`src/rtl/block_device_arbiter.sv`:
```
// Round-robin arbiter sharing one block device among NCLIENTS requesters.
// Write data is locked to the granted client; responses are routed back by downstream tag.
module block_device_arbiter #(
    parameter int unsigned NCLIENTS         = 2,
    parameter int unsigned TAG_BITS         = 1,
    parameter int unsigned SECTOR_BITS      = 32,
    parameter int unsigned DATA_BITS        = 64,
    parameter int unsigned BEATS_PER_SECTOR = 64
) (
    input  logic                            clock,
    input  logic                            reset_n,
    input  logic [NCLIENTS-1:0]             c_req_valid,
    output logic [NCLIENTS-1:0]             c_req_ready,
    input  logic [NCLIENTS-1:0]             c_req_write,
    input  logic [NCLIENTS*SECTOR_BITS-1:0] c_req_offset,
    input  logic [NCLIENTS*SECTOR_BITS-1:0] c_req_len,
    input  logic [NCLIENTS-1:0]             c_data_valid,
    output logic [NCLIENTS-1:0]             c_data_ready,
    input  logic [NCLIENTS*DATA_BITS-1:0]   c_data_bits,
    output logic [NCLIENTS-1:0]             c_resp_valid,
    input  logic [NCLIENTS-1:0]             c_resp_ready,
    output logic [DATA_BITS-1:0]            c_resp_bits,
    output logic [SECTOR_BITS-1:0]          c_nsectors,
    output logic                            bdev_req_valid,
    input  logic                            bdev_req_ready,
    output logic                            bdev_req_write,
    output logic [SECTOR_BITS-1:0]          bdev_req_offset,
    output logic [SECTOR_BITS-1:0]          bdev_req_len,
    output logic [TAG_BITS-1:0]             bdev_req_tag,
    output logic                            bdev_data_valid,
    input  logic                            bdev_data_ready,
    output logic [DATA_BITS-1:0]            bdev_data_bits,
    output logic [TAG_BITS-1:0]             bdev_data_tag,
    input  logic                            bdev_resp_valid,
    output logic                            bdev_resp_ready,
    input  logic [DATA_BITS-1:0]            bdev_resp_data,
    input  logic [TAG_BITS-1:0]             bdev_resp_tag,
    input  logic [SECTOR_BITS-1:0]          bdev_info_nsectors,
    output logic                            err_bad_tag
);

    localparam int unsigned GW      = (NCLIENTS > 1) ? $clog2(NCLIENTS) : 1;
    localparam int unsigned BPS_LOG = $clog2(BEATS_PER_SECTOR);
    localparam int unsigned CNT_W   = SECTOR_BITS + BPS_LOG;

    typedef enum logic [1:0] {
        IDLE  = 2'd0,
        ISSUE = 2'd1,
        WDATA = 2'd2
    } state_t;

    state_t                 state;
    logic [GW-1:0]          rr_ptr;
    logic [GW-1:0]          grant;
    logic [GW-1:0]          winner;
    logic [GW-1:0]          next_ptr;
    logic                   any_valid;
    logic [CNT_W-1:0]       beat_cnt;
    logic                   req_write_q;
    logic [SECTOR_BITS-1:0] req_offset_q;
    logic [SECTOR_BITS-1:0] req_len_q;
    logic                   sel_write;
    logic [SECTOR_BITS-1:0] sel_offset;
    logic [SECTOR_BITS-1:0] sel_len;
    logic                   g_data_valid;
    logic [DATA_BITS-1:0]   g_data_bits;
    logic                   tag_ok;

    // Two passes give round-robin priority: clients at/after rr_ptr first, then the wrap-around.
    always_comb begin
        winner    = rr_ptr;
        any_valid = 1'b0;
        for (int unsigned i = 0; i < NCLIENTS; i++) begin
            if (!any_valid && i >= 32'(rr_ptr) && c_req_valid[i]) begin
                winner    = GW'(i);
                any_valid = 1'b1;
            end
        end
        for (int unsigned i = 0; i < NCLIENTS; i++) begin
            if (!any_valid && i < 32'(rr_ptr) && c_req_valid[i]) begin
                winner    = GW'(i);
                any_valid = 1'b1;
            end
        end
        next_ptr = (winner == GW'(NCLIENTS - 1)) ? '0 : winner + GW'(1);
    end

    always_comb begin
        c_req_ready  = '0;
        c_data_ready = '0;
        sel_write    = 1'b0;
        sel_offset   = '0;
        sel_len      = '0;
        g_data_valid = 1'b0;
        g_data_bits  = '0;
        for (int unsigned i = 0; i < NCLIENTS; i++) begin
            if (GW'(i) == winner) begin
                c_req_ready[i] = reset_n && (state == IDLE) && any_valid;
                sel_write      = c_req_write[i];
                sel_offset     = c_req_offset[i*SECTOR_BITS +: SECTOR_BITS];
                sel_len        = c_req_len[i*SECTOR_BITS +: SECTOR_BITS];
            end
            if (GW'(i) == grant) begin
                c_data_ready[i] = (state == WDATA) && bdev_data_ready;
                g_data_valid    = c_data_valid[i];
                g_data_bits     = c_data_bits[i*DATA_BITS +: DATA_BITS];
            end
        end
    end

    assign bdev_req_valid  = (state == ISSUE);
    assign bdev_req_write  = req_write_q;
    assign bdev_req_offset = req_offset_q;
    assign bdev_req_len    = req_len_q;
    assign bdev_req_tag    = TAG_BITS'(grant);
    assign bdev_data_valid = (state == WDATA) && g_data_valid;
    assign bdev_data_bits  = g_data_bits;
    assign bdev_data_tag   = TAG_BITS'(grant);
    assign c_resp_bits     = bdev_resp_data;
    assign c_nsectors      = bdev_info_nsectors;

    // Unknown tags are accepted and dropped so a stray beat can never wedge the response channel.
    always_comb begin
        c_resp_valid    = '0;
        bdev_resp_ready = reset_n;
        tag_ok          = 1'b0;
        for (int unsigned i = 0; i < NCLIENTS; i++) begin
            if (32'(bdev_resp_tag) == i) begin
                tag_ok          = 1'b1;
                c_resp_valid[i] = reset_n && bdev_resp_valid;
                bdev_resp_ready = reset_n && c_resp_ready[i];
            end
        end
    end

    always_ff @(posedge clock or negedge reset_n) begin
        if (!reset_n) begin
            state        <= IDLE;
            rr_ptr       <= '0;
            grant        <= '0;
            beat_cnt     <= '0;
            req_write_q  <= 1'b0;
            req_offset_q <= '0;
            req_len_q    <= '0;
            err_bad_tag  <= 1'b0;
        end else begin
            if (bdev_resp_valid && !tag_ok) begin
                err_bad_tag <= 1'b1;
            end
            case (state)
                IDLE: begin
                    if (any_valid) begin
                        req_write_q  <= sel_write;
                        req_offset_q <= sel_offset;
                        req_len_q    <= sel_len;
                        grant        <= winner;
                        rr_ptr       <= next_ptr;
                        state        <= ISSUE;
                    end
                end
                ISSUE: begin
                    if (bdev_req_ready) begin
                        if (req_write_q && req_len_q != '0) begin
                            beat_cnt <= CNT_W'(req_len_q) << BPS_LOG;
                            state    <= WDATA;
                        end else begin
                            state <= IDLE;
                        end
                    end
                end
                WDATA: begin
                    if (g_data_valid && bdev_data_ready) begin
                        beat_cnt <= beat_cnt - CNT_W'(1);
                        if (beat_cnt == CNT_W'(1)) begin
                            state <= IDLE;
                        end
                    end
                end
                default: state <= IDLE;
            endcase
        end
    end

endmodule

```
`config.mk`:
```
export PLATFORM = sky130hd
export DESIGN_NAME = block_device_arbiter
export DESIGN_NICKNAME = d
export VERILOG_FILES = /design/src/rtl/block_device_arbiter.sv
export SDC_FILE = /design/constraint.sdc
export NUM_CORES = 1
export LEC_CHECK = 0
export ABC_AREA = 1
export ABC_CLOCK_PERIOD_IN_PS = 1960
export BUFFER_PORTS_ARGS = -buffer_cell sky130_fd_sc_hd__buf_2
export CELL_PAD_IN_SITES_DETAIL_PLACEMENT = 0
export CELL_PAD_IN_SITES_GLOBAL_PLACEMENT = 2
export CORE_AREA = 3 3 232 234
export CTS_CLUSTER_SIZE = 8
export DETAILED_ROUTE_END_ITERATION = 10
export DIE_AREA = 0 0 235 237
export HOLD_SLACK_MARGIN = 0.02
export PLACE_DENSITY_LB_ADDON = 0.1
export SETUP_SLACK_MARGIN = 0.2
export SYNTH_ARGS = -nofsm -noshare
export SYNTH_HDL_FRONTEND = slang
export SYNTH_SLANG_ARGS = --single-unit
```
`constraint.sdc`:
```
create_clock -name clock -period 1.96 [get_ports clock]
set_input_delay 0.294 -clock clock [delete_from_list [all_inputs] [get_ports clock]]
set_output_delay 0.294 -clock clock [all_outputs]
set_load 0.02 [all_outputs]
```
Word-level counts from Yosys, hierarchy flattened
Index checks and enable logic that the tools add are counted.
W data, S select, Z words.

storage, ports and cells
  bits of input ports = 366
  bits in registers = 107
  output and inout bits = 237
  word-level logic and storage cells = 69

operators by class
  mux-type cells = 29
  $lt $le $gt $ge = 2
  reductions and logical operators = 21
  $add $sub $neg = 2
  equal/unequal tests = 8

operators by type and width
  operator                 count
  $mux W38                 3
  $pmux W38 S2             1
  $mux W32                 2
  $mux W64                 1
  $eq A38 B1 Y1 const B    1
  $sub A38 B1 Y38 const B  1
  $reduce_bool A32 Y1      1
  $mux W1                  16
  $logic_and A1 B1 Y1      13
  $mux W2                  5
  $ne A2 B1 Y1 const B     4
  $reduce_and A4 Y1        2
  $pmux W2 S3              1
  $eq A2 B1 Y1 const B     1
  $eq A2 B2 Y1 const B     1
  $logic_not A1 Y1         2
  $logic_not A2 Y1         1
  $ne A2 B2 Y1 const B     1
  $reduce_and A2 Y1        1
  $reduce_bool A2 Y1       1
  $add A1 B1 Y1 const B    1
  $ge A1 B1 Y1 const A     1
  $lt A1 B1 Y1 const A     1

Longest topological paths before layout
Gate-level depths: netlist of run 1.

  depth in word-level cells = 12
  mapped depth = 12
  depth with buffers taken out = 12

Least setup slack after synthesis of run 1
No wires, ideal clock.

  kind = register -> output
  start point = register state[0]
  end point = output c_data_ready[0]
  buffers on the path = 2
  arrival = 1.474 ns
  required time = 1.666 ns
  setup slack = 0.192 ns
  cell stages (with the launch flop) = 6
  cell sequence = dfrtp_1 > nor2_1 > buf_2 > inv_2 > clkbuf_1 > nor3_1

between the ends
  cells in the longest elaborated chain, start to end = 3

ends and longest elaborated chain
  what                      line  RTL
  start: declaration        52    state_t state;
  start signal: assignment  138   state <= IDLE;
  start signal: assignment  158   state <= ISSUE;
  start signal: assignment  165   state <= WDATA;
  $eq A2 B2 Y1              104   c_data_ready[i] = (state == WDATA) && bdev_data_ready;
  $logic_and A1 B1 Y1       104
  $mux W1                   103   if (GW'(i) == grant) begin
  end: declaration          18    output logic [NCLIENTS-1:0] c_data_ready,

No other way between the ends.

Worst setup path in the final report of run 1
  start point = register grant (netlist: bdev_data_tag)
  end point = output c_data_ready[1]

between the ends
  cells in the longest elaborated chain, start to end = 1

ends and longest elaborated chain
  what                      line  RTL
  start: declaration        54    logic [GW-1:0] grant;
  start signal: assignment  156   grant <= winner;
  $mux W1                   103

No other way between the ends.

==> metrics.md, run 1 <==
| Metric | Value |
|---|---|
| Core Area | `0.05224 sq mm` |
| CTS clk-pin slew, worst paths | `around 80 ps` |
| Total number of vias | `9,235` |
| Unrepaired setup endpoints after global routing | `yes` |
| H-tree depth reported by CTS | `3` |
| Design area | `0.01211 sq mm` |
| Largest net degree at the start of global routing | `97` |
| Flip-flop and latch area | `approximately 0.0027 sq mm` |
| Slew @ Worst Pin | `620.4 ps` |
| Critical path type | `reg2out` |
| Clk_lat worst skew | `~400 ps` |
| Leak | `a little over 0.006 uW` |
| Final period util | `a little over nine tenths` |
| Power after layout | `21,000 uW` |
| Overall global routing resource usage | `17.17%` |
| I/O Pins | `603` |
| Synth cell count leaders | `nand2_1 (431), nand3_1 (143), dfrtp_1 (107)` |
| Remaining antenna violation count | `0` |
| CTS tree | `yes` |
| Post-synth ARST share | `100.0%` |
| Biggest area consumer among synthesized cells | `dfrtp_1` |
| Routability congestion estimate | `0.7835` |
| HP Class | `in2async` |
| Share of the synthesized area in the top cell type | `34.64%` |
| Setup violations, final | `0` |
| Worst Path Arrival | `1540 ps` |
| Final Critical Period | `1836 ps` |
| Outcome | `finished, final reports clean` |
| Sequential fraction of the synthesis area | `34.64%` |
| CTS max path bufs | `2` |
| Final Hold Fails | `0` |
| Yosys reg bits | `107` |
| TNS Setup | `0 ps` |
| Crit Path Max Fanout | `32` |
| DP Worst Slack | `around 130 ps` |
| Area contributors post-synth | `dfrtp_1 (35%), nand2_1 (21%), buf_4 (9.8%), nand3_1 (9.3%), nor2_1 (4.4%)` |
| Die Y | `approximately 240 microns` |
| CTS Sinks | `107` |
| R2R setup slack | `between 150 and 200 ps` |
| Most common cell in the netlist | `nand2_1` |
| Die W | `235 microns` |
| Slew HR | `58.64%` |
| PnR worst setup slack | `124.2 ps` |
| Top_reg_cell synth | `dfrtp_1` |
| Vias in the first global route | `9,822` |
| Required @ worst endpoint | `1670 ps` |
| Row cnt | `84` |
| CTS Buf Count | `9` |
| Share of layout cells above drive strength 1 | `between 40% and 50%` |
| Yosys cell types | `31` |
| Port bufs | `409` |
| Mapped cell area | `around 0.0077 sq mm` |
| Avg Inst Size Synth | `6.590 sq um` |
| Synth Warn # | `0` |
| Mapped Cells | `1,173` |
| Area grow syn2layout | `56.68%` |
| Initial Util | `14.80%` |
| Post-synth EDFFs | `0` |
| Initial antenna violation count | `23` |
| Fillers | `5,980` |
| Nets | `1,910` |
| Slew Viols, Final | `0` |
| Peak VDD IR | `a little over 0.7 mV` |
| Vias per cell | `around 4.1` |
| Max Cap Viol | `0` |
| Multi-input logic area | `0.004345 sq mm` |
| Grt total ovfl | `0` |
| Max Clk Rate | `between 500 and 600 MHz` |
| Net Count, Synth | `1,541` |
| Clk_skew | `15.60 ps` |
| DR DRC count | `0` |
| Placed Instance Area | `0.01024 sq mm` |
| Die area | `0.05570 sq mm` |
| Cell Pwr Density | `roughly 1700 mW/mm^2` |
| Post-DP HPWL | `36,790 microns` |
| Routed len/inst | `about 22 microns` |
| Fin util | `23.19%` |
| Pre-antenna DRT Iters | `5` |
| Clk root buf | `clkbuf_16` |
| First-pass GRT wire length | `69,390 microns` |
| DRT iter0 DRCs | `411` |
| Critical path capture point type | `output pin` |
| Worst Setup Start Kind | `flip-flop` |
| Routed wire length | `49,820 microns` |
==> layout by cell type, fill, tap and decap left out, types with 31 or more instances in the layout <==
cell,synthesis,layout
o211ai_1,31,31
nand2_1,431,363
dfrtp_1,107,99
a22oi_1,34,34
nand3_1,143,132
inv_1,83,76
nor2_1,91,61
buf_6,1,32
buf_4,101,75
buf_2,15,372
nand2_2,4,49
==> state kept, by name, indices dropped and copies added (netlist names) <==
name	flops
bdev_data_tag	1
bdev_req_len	32
bdev_req_offset	32
bdev_req_write	1
beat_cnt	38
rr_ptr	1
state	2
==> power by group <==
group / internal (uW) / switching, uW
registers: 3280 / 993
clock network: 892 / 1060
logic: 5790 / 8980
==> cell type report <==
cell class              instances  share of cell area, %
clock buffers                   9                  1.860
flip-flops and latches        107                  22.19
repair buffers                514                  29.63
clock inverters                 6                 0.4752
diodes                          6                 0.1240
inverters                      85                  2.738
well taps                     688                  7.107
multi-input cells             825                  35.88
==> stage by stage <==
step	cells	hold slack [ps]
3_3_place_gp	2171	424.3
3_5_place_dp	2171	412.8
5_1_grt	2240	87.62
2_1_floorplan	1173	-1.591
4_1_cts	2221	70.06
6_report	2240	95.53
==> routing by layer <==
layer,vias to the layer above,track usage [%],wire length [microns]
met3,60,6.266,3470
met4,20,4.174,703
met5,-,0,133
met2,289,30.19,25490
li1,4420,-,-
met1,4446,19.77,20020
==> worst max-delay path, stage by stage (launching register included) <==
cell and delay (ps):
dfrtp_2 440, clkinv_4 130, buf_16 200, nor3_1 200, buf_4 180
==> what timing repair did <==
item	4_1_cts	5_1_grt
setup buffers	20	11
endpoints found under the hold margin	11	0
pin swaps	39	25
endpoints found under the setup margin	107	113
gates cloned	14	3
resized for setup	179	101
hold buffers	1	0
==> cells by family after synthesis <==
| group | share of synthesized area [%] |
|---|---|
| adders and majority gates | 0.3237 |
| other | 0.04851 |
| DFF | 34.64 |
| buffers and inverters | 16.95 |
| AOI/OAI and AO/OA | 10.07 |
| xor gates and xnor gates | 0.6798 |
| and+or+nand+nor | 37.29 |
==> final timing paths <==
kind	start	to	cells after the start
min in group clock	c_req_len[33]	bdev_req_len[1]	3
max	bdev_data_tag	c_data_ready[1]	4
min	reset_n	beat_cnt[6]	2
max reg2reg	beat_cnt[1]	beat_cnt[17]	11
max in group asynchronous	reset_n	beat_cnt[22]	3
min reg2reg	bdev_req_offset[26]	bdev_req_offset[26]	2
(Power assumes the default switching activity.)
==> run 2: changes to the inputs <==
--- a/config.mk
+++ b/config.mk
@@ -6,7 +6,7 @@
 export NUM_CORES = 1
 export LEC_CHECK = 0
 export ABC_AREA = 1
-export ABC_CLOCK_PERIOD_IN_PS = 1960
+export ABC_CLOCK_PERIOD_IN_PS = 2000
 export BUFFER_PORTS_ARGS = -buffer_cell sky130_fd_sc_hd__buf_2
 export CELL_PAD_IN_SITES_DETAIL_PLACEMENT = 0
 export CELL_PAD_IN_SITES_GLOBAL_PLACEMENT = 2
@@ -16,6 +16,7 @@
 export DIE_AREA = 0 0 235 237
 export HOLD_SLACK_MARGIN = 0.02
 export PLACE_DENSITY_LB_ADDON = 0.1
+export REMOVE_ABC_BUFFERS = 1
 export SETUP_SLACK_MARGIN = 0.2
 export SYNTH_ARGS = -nofsm -noshare
 export SYNTH_HDL_FRONTEND = slang
==> constraint.sdc (replaced) <==
create_clock -name clock -period 2 [get_ports clock]
set_input_delay 0.3 -clock clock [delete_from_list [all_inputs] [get_ports clock]]
set_output_delay 0.3 -clock clock [all_outputs]
set_load 0.02 [all_outputs]
==> metrics.md, run 2 (same netlist as run 1, synthesis figures left out) <==
| Metric | Value |
|---|---|
| Clock power frac | `9.4% (about the same)` |
| Routed len/inst | `27.80 microns (+25%)` |
| HP Class | `in2reg` |
| Int Pwr | `10,620 uW (+6.5%)` |
| Critical path capture point type | `output pin` |
| Remaining antenna violation count | `0 (unchanged)` |
| Required @ worst endpoint | `1700 ps (+30 ps)` |
| Peak VDD IR | `0.4543 mV (-36%)` |
| Die W | `235 microns (unchanged)` |
| Worst Path Arrival | `1560 ps (+20 ps)` |
| Multi-input logic area | `0.004822 sq mm (+11%)` |
| Row cnt | `84 (unchanged)` |
| CTS clk-pin slew, worst paths | `80 ps (about the same)` |
| PnR worst setup slack | `138.3 ps (+14.08 ps)` |
| CTS max path bufs | `2 (unchanged)` |
| Pre-antenna DRT Iters | `6 (+1)` |
| Total number of vias | `9,408 (+1.9%)` |
| Hold Slack | `114.0 ps (+18.48 ps)` |
| Area grow syn2layout | `67.85%` |
| Vias in the first global route | `9,367 (-4.6%)` |
| Antenna Cells | `0 (-6)` |
| Die area | `0.05570 sq mm (unchanged)` |
| Final Critical Period | `1862 ps` |
| Worst Setup Start Kind | `flip-flop` |
| Core Area | `0.05224 sq mm (unchanged)` |
| Reg-to-Reg Start | `bdev_req_len[4]` |
| Die Y | `237 microns (unchanged)` |
| Final Hold Fails | `0 (unchanged)` |
| Slew @ Worst Pin | `631.7 ps (+11.37 ps)` |
| CTS tree | `yes` |
| I/O Pins | `603 (unchanged)` |
| Hold depth | `3` |
| Most frequent cells in the layout | `buf_2 (339), nand2_1 (274), nand3_1 (134), dfrtp_1 (99), nand2_2 (82)` |
| R2R cell count | `11 (unchanged)` |
| Largest net degree at the start of global routing | `88 (-9.3%)` |
| Setup violations, final | `0 (unchanged)` |
| NetSw | `10,990 uW (-0.44%)` |
| Max Clk Rate | `537.1 MHz` |
| CTS Buf Count | `9 (unchanged)` |
| Gate power share | `71.6% (+1.2 points)` |
| Switching share of power | `50.86% (-1.7 points)` |
| TNS Setup | `0 ps (unchanged)` |
| Routability congestion estimate | `0.8660 (+11%)` |
| Post-DP HPWL | `47,000 microns (+28%)` |
| Sequential share of power | `19.0% (-1.3 points)` |
| Slew Viols, Final | `0 (unchanged)` |
| FF-to-FF End | `beat_cnt[21]` |
| Flip-flop and latch area | `0.002688 sq mm (unchanged)` |
| Clk_skew | `7.823 ps (-7.776 ps)` |
| Unrepaired setup endpoints after global routing | `yes` |
| Power after layout | `21,600 uW (+2.9%)` |
| DR DRC count | `0 (unchanged)` |
| Fin util | `24.84% (+1.7 points)` |
| DP Worst Slack | `154.3 ps (+23.82 ps)` |
| Hold path endpoint | `bdev_req_offset[31]` |
| R2R setup slack | `160 ps (-20 ps)` |
| Clk root buf | `clkbuf_16` |
| Largest Register | `beat_cnt` |
| DRT iter0 DRCs | `383 (-6.8%)` |
| Initial Util | `14.80% (unchanged)` |
| Port bufs | `409 (unchanged)` |
| Initial antenna violation count | `5 (-78%)` |
| H-tree depth reported by CTS | `3 (unchanged)` |
| Grt total ovfl | `0 (unchanged)` |
| Vias per cell | `4.223 (+2.4%)` |
| Share of layout cells above drive strength 1 | `49.42% (+5.6 points)` |
| Max FFs per register | `38 (unchanged)` |
| Cell Pwr Density | `1665 mW/mm^2 (-4.0%)` |
| Commonest non-fill, non-tap cell in the layout | `buf_2` |
| Leak | `0.006546 uW (+5.5%)` |
| Max Cap Viol | `0 (unchanged)` |
| Final period util | `between 90% and 100%` |
| Critical path type | `reg2out` |
| Outcome | `finished, final reports clean` |
| Fillers | `5,880 (-1.7%)` |
| Crit Path Max Fanout | `8 (-75%)` |
| Overall global routing resource usage | `21.06% (+3.9 points)` |
| First-pass GRT wire length | `81,390 microns (+17%)` |
| Nets | `1,903 (-0.37%)` |
| Min-delay src | `c_req_offset[63]` |
| Slew HR | `57.88% (-0.76 points)` |
| CTS Sinks | `107 (unchanged)` |
| Clk_lat worst skew | `390 ps (about the same)` |
| Routed wire length | `61,940 microns (+24%)` |
## run 2: cell count changes in the layout (fill, tap and decap cells not counted), moves of 10 or more
cell / before / now
o21ai_0: 22 / 32
o21ai_1: 17 / 4
buf_2: 372 / 339
nand2_4: 21 / 76
nand2_1: 363 / 274
buf_6: 32 / 72
nand2_2: 49 / 82
buf_4: 75 / 49
## run 2: final cells by class
type / count / share of cell area [%]
multi-input cells: 825 / 37.16
repair buffers: 507 / 30.43
flip-flops and latches: 107 / 20.71
well taps: 688 / 6.635
inverters: 85 / 2.700
clock buffers: 11 / 1.871
clock inverters: 5 / 0.4822
## run 2: how the worst max path moves through the flow
stage	start	endpoint	slack [ps]	cells past startpoint
after floorplan	rr_ptr	bdev_req_len[1]	-4700	5
after global placement	bdev_req_len[13]	beat_cnt[16]	170	12
after detailed placement	bdev_req_len[13]	beat_cnt[16]	150	12
after CTS	bdev_data_tag	bdev_data_bits[50]	130	7
after global routing	bdev_req_len[4]	beat_cnt[22]	50	11
final	bdev_data_tag	bdev_data_bits[28]	140	7
## run 2: metrics by stage
stage	cell area (sq um)	std cells
detailed placement	10160	2159
CTS	11650	2206
global route	12970	2228
global placement	10160	2159
finish	12970	2228
floorplan	6739	1017
## run 2: metal layers
metal	global-route usage (%)	vias up	part of all wire [%]
met1	21.24	4405	35
met2	35.14	545	48
met4	5.769	14	2.2
met3	13.94	51	14
met5	5.541	-	0.73
li1	-	4393	-
## run 2: power groups by stage
stage / Sequential, uW / Clock [uW] / Combinational (uW)
floorplan: 4790 / 0 / 5240
detailed placement: 4090 / 0 / 10900
global placement: 4100 / 0 / 10900
global route: 4270 / 2210 / 16700
CTS: 4050 / 2150 / 13600
finish: 4100 / 2040 / 15500
## run 2: worst max-delay path: stages (launching register included)
cell	delay [ps]
dfrtp_2	420
buf_12	150
clkinv_16	80
buf_12	120
buf_16	160
nand2_4	50
nand2_2	70
buf_6	110
## run 2: repair_timing
action                                  4_1_cts  5_1_grt
hold buffers                                  1        1
resized for setup                           204      292
endpoints found under the setup margin      106      110
setup buffers                                16       11
gates cloned                                 14       10
pin swaps                                    25       57
endpoints found under the hold margin        20        1
==> run 3: changes to the inputs <==
--- a/config.mk
+++ b/config.mk
@@ -5,15 +5,15 @@
 export SDC_FILE = /design/constraint.sdc
 export NUM_CORES = 1
 export LEC_CHECK = 0
-export ABC_AREA = 1
+export ABC_AREA = 0
 export ABC_CLOCK_PERIOD_IN_PS = 2000
 export BUFFER_PORTS_ARGS = -buffer_cell sky130_fd_sc_hd__buf_2
 export CELL_PAD_IN_SITES_DETAIL_PLACEMENT = 0
 export CELL_PAD_IN_SITES_GLOBAL_PLACEMENT = 2
-export CORE_AREA = 3 3 232 234
+export CORE_AREA = 3 3 236 238
 export CTS_CLUSTER_SIZE = 8
 export DETAILED_ROUTE_END_ITERATION = 10
-export DIE_AREA = 0 0 235 237
+export DIE_AREA = 0 0 239 241
 export HOLD_SLACK_MARGIN = 0.02
 export PLACE_DENSITY_LB_ADDON = 0.1
 export REMOVE_ABC_BUFFERS = 1
==> metrics.md, run 3 <==
| Metric | Value |
|---|---|
| Core Area | `0.05381 sq mm (+3.0%)` |
| Total number of vias | `8,488 (-9.8%)` |
| CTS Buf Count | `9 (unchanged)` |
| Slew @ Worst Pin | `667.6 ps (+35.91 ps)` |
| Fin util | `24.74% (-0.096 points)` |
| Post-synth EDFFs | `0 (unchanged)` |
| Clk_lat worst skew | `390 ps (about the same)` |
| Final period util | `119.4% (+26 points)` |
| Setup violations, final | `75 (+75)` |
| Max FFs per register | `38 (unchanged)` |
| Initial Util | `13.12% (-1.7 points)` |
| CTS clk-pin slew, worst paths | `90 ps (about the same)` |
| Mapped cell area | `0.007063 sq mm (-8.6%)` |
| Vias per cell | `4.326 (+2.5%)` |
| Mapped Cells | `753 (-36%)` |
| Top_reg_cell synth | `dfrtp_1` |
| Most frequent cells in the layout | `buf_2 (342), buf_4 (144), dfrtp_1 (106), buf_6 (105), inv_1 (71)` |
| Leak | `0.006726 uW (+2.7%)` |
| Synth cell count leaders | `dfrtp_1 (107), buf_4 (98), inv_1 (72)` |
| Peak VDD IR | `0.4491 mV (-1.1%)` |
| Port bufs | `409 (unchanged)` |
| Max Cap Viol | `0 (unchanged)` |
| DRT iter0 DRCs | `639 (+67%)` |
| HP Class | `in2reg` |
| Final Critical Period | `2388 ps (+526.4 ps)` |
| Grt met3 use | `14.35% (+0.41 points)` |
| PnR worst setup slack | `-388.1 ps (-526.4 ps)` |
| Share of the synthesized area in the top cell type | `37.91% (+3.3 points)` |
| Largest net degree at the start of global routing | `57 (-35%)` |
| Slew Viols, Final | `0 (unchanged)` |
| Sequential fraction of the synthesis area | `37.91% (+3.3 points)` |
| Clk_skew | `12.63 ps (+4.803 ps)` |
| Die Y | `241 microns (+1.7%)` |
| Worst Path Arrival | `2670 ps (+1110 ps)` |
| Post-DP HPWL | `45,330 microns (-3.6%)` |
| Routed wire length | `60,640 microns (-2.1%)` |
| Crit Path Max Fanout | `6 (-2)` |
| Die W | `239 microns (+1.7%)` |
| DR DRC count | `0 (unchanged)` |
| Remaining antenna violation count | `0 (unchanged)` |
| Slew HR | `55.49% (-2.4 points)` |
| Area grow syn2layout | `88.52%` |
| Outcome | `complete, but fails checks` |
| Met1 GRT Util | `18.15% (-3.1 points)` |
| Required @ worst endpoint | `2280 ps (+580 ps)` |
| Synth Warn # | `0 (unchanged)` |
| Pre-antenna DRT Iters | `9 (+3)` |
| Routability congestion estimate | `0.7864 (-9.2%)` |
| Critical path capture point type | `flip-flop` |
| Fillers | `5,885 (+0.085%)` |
| Row cnt | `85 (+1.2%)` |
| Largest Register | `beat_cnt` |
| Busiest grt layer | `met2` |
| Nets | `1,629 (-14%)` |
| Met2 Track Usage GR | `35.06% (-0.082 points)` |
| Commonest non-fill, non-tap cell in the layout | `buf_2` |
| CTS tree | `yes` |
| H-tree depth reported by CTS | `3 (unchanged)` |
| Yosys reg bits | `107 (unchanged)` |
| First-pass GRT wire length | `77,400 microns (-4.9%)` |
| Critical path type | `reg2reg` |
| Final Hold Fails | `0 (unchanged)` |
| Vias in the first global route | `8,739 (-6.7%)` |
| Routed len/inst | `30.91 microns (+11%)` |
| Yosys cell types | `59 (+90%)` |
| Max Clk Rate | `418.7 MHz (-22%)` |
| Grt total ovfl | `0 (unchanged)` |
| Hold Slack | `114.3 ps (+0.3380 ps)` |
| Overall global routing resource usage | `19.96% (-1.1 points)` |
| Avg Inst Size Synth | `9.380 sq um (+42%)` |
| I/O Pins | `603 (unchanged)` |
| Initial antenna violation count | `6 (+1)` |
| Die area | `0.05760 sq mm (+3.4%)` |
| Cell Pwr Density | `764.1 mW/mm^2 (-54%)` |
| Clk root buf | `clkbuf_16` |
| Biggest area consumer among synthesized cells | `dfrtp_1` |
| Share of layout cells above drive strength 1 | `65.85% (+16 points)` |
| CTS Sinks | `107 (unchanged)` |
| Unrepaired setup endpoints after global routing | `yes` |
| DP Worst Slack | `-453.0 ps (-607.3 ps)` |
| CTS max path bufs | `2 (unchanged)` |
| Violated checks | `negative setup slack` |
| Worst Setup Start Kind | `flip-flop` |
| Most common cell in the netlist | `dfrtp_1` |
| Area contributors post-synth | `dfrtp_1 (38%), mux2_2 (11%), buf_4 (10%), a222oi_1 (9.2%), inv_1 (3.8%)` |
| Post-synth ARST share | `100.0% (unchanged)` |
[run 3: cell count changes in the layout (fill, tap and decap cells not counted), sizes merged, moves of 34 or more]
| cell | previous run | this run |
|---|---|---|
| nand2 | 435 | 22 |
| buf | 496 | 636 |
| nand3 | 144 | 22 |
| mux2 | 0 | 66 |
| a222oi | 0 | 65 |
| nor2 | 98 | 34 |
| a22oi | 34 | 0 |
[run 3: kinds of logic after synthesis]
family / synth area share [%]
flops: 37.91
simple gates: 15.54
compound gates: 17.63
buf+inv: 17.02
mux: 11.37
xor+xnor: 0.1240
fa+ha+maj: 0.3542
other cells: 0.05309
[run 3: stage by stage]
stage / instances / power [uW] / cell area (sq um) / TNS (ps)
floorplan: 605 / 4777 / 6131 / -219710
global placement: 1868 / 6923 / 10400 / -14880
detailed placement: 1868 / 6874 / 10400 / -12930
CTS: 1943 / 9934 / 12520 / -8337
global route: 1962 / 10720 / 13320 / -13660
finish: 1962 / 10170 / 13320 / -9010
[run 3: repair_timing]
| action | in CTS | in global routing |
|---|---|---|
| buffers inserted | 40 | 12 |
| gates resized for setup | 263 | 134 |
| hold buffers | 1 | 0 |
| endpoints found under the hold margin | 9 | 0 |
| gates cloned | 19 | 6 |
| pin swaps | 74 | 57 |
| endpoints found under the setup margin | 157 | 177 |
[run 3: critical path: stages, from the launching register on]
cell and delay [ps]:
dfrtp_1 390, or4_4 590, or4_4 660, buf_6 170, o221ai_2 140, o41ai_2 100
a211o_1 230
[run 3: power breakdown]
| part | switching [uW] | total, uW | internal (uW) |
|---|---|---|---|
| registers | 294 | 2840 | 2550 |
| clock network | 1010 | 2010 | 1000 |
| logic | 2610 | 5320 | 2710 |
[run 3: routing by layer]
layer	vias up	wire length (microns)
li1	3756	-
met1	4115	19230
met2	556	30110
met3	47	9634
met4	14	1311
met5	-	357
[run 3: worst paths after layout]
path / start / endpoint / slack (ps) / cells after the start
setup / recovery: beat_cnt[13] / beat_cnt[21] / -390 / 6
hold / removal: c_req_offset[27] / bdev_req_offset[27] / 110 / 3
setup reg to reg: beat_cnt[13] / beat_cnt[21] / -390 / 6
hold reg to reg: bdev_req_offset[9] / bdev_req_offset[9] / 500 / 2
max in group asynchronous: reset_n / bdev_data_tag / 760 / 3
min in group asynchronous: reset_n / bdev_req_offset[17] / 300 / 2
[run 3: area by class of cell]
cell class              instances  area [sq um]  area share [%]
flip-flops and latches        107          2679           20.12
clock buffers                  11         242.7           1.823
repair buffers                644          5166           38.80
clock inverters                 4         51.30          0.3853
well taps                     696         870.8           6.540
inverters                      72         272.8           2.048
diodes                          1         2.502         0.01879
multi-input cells             427          4030           30.27
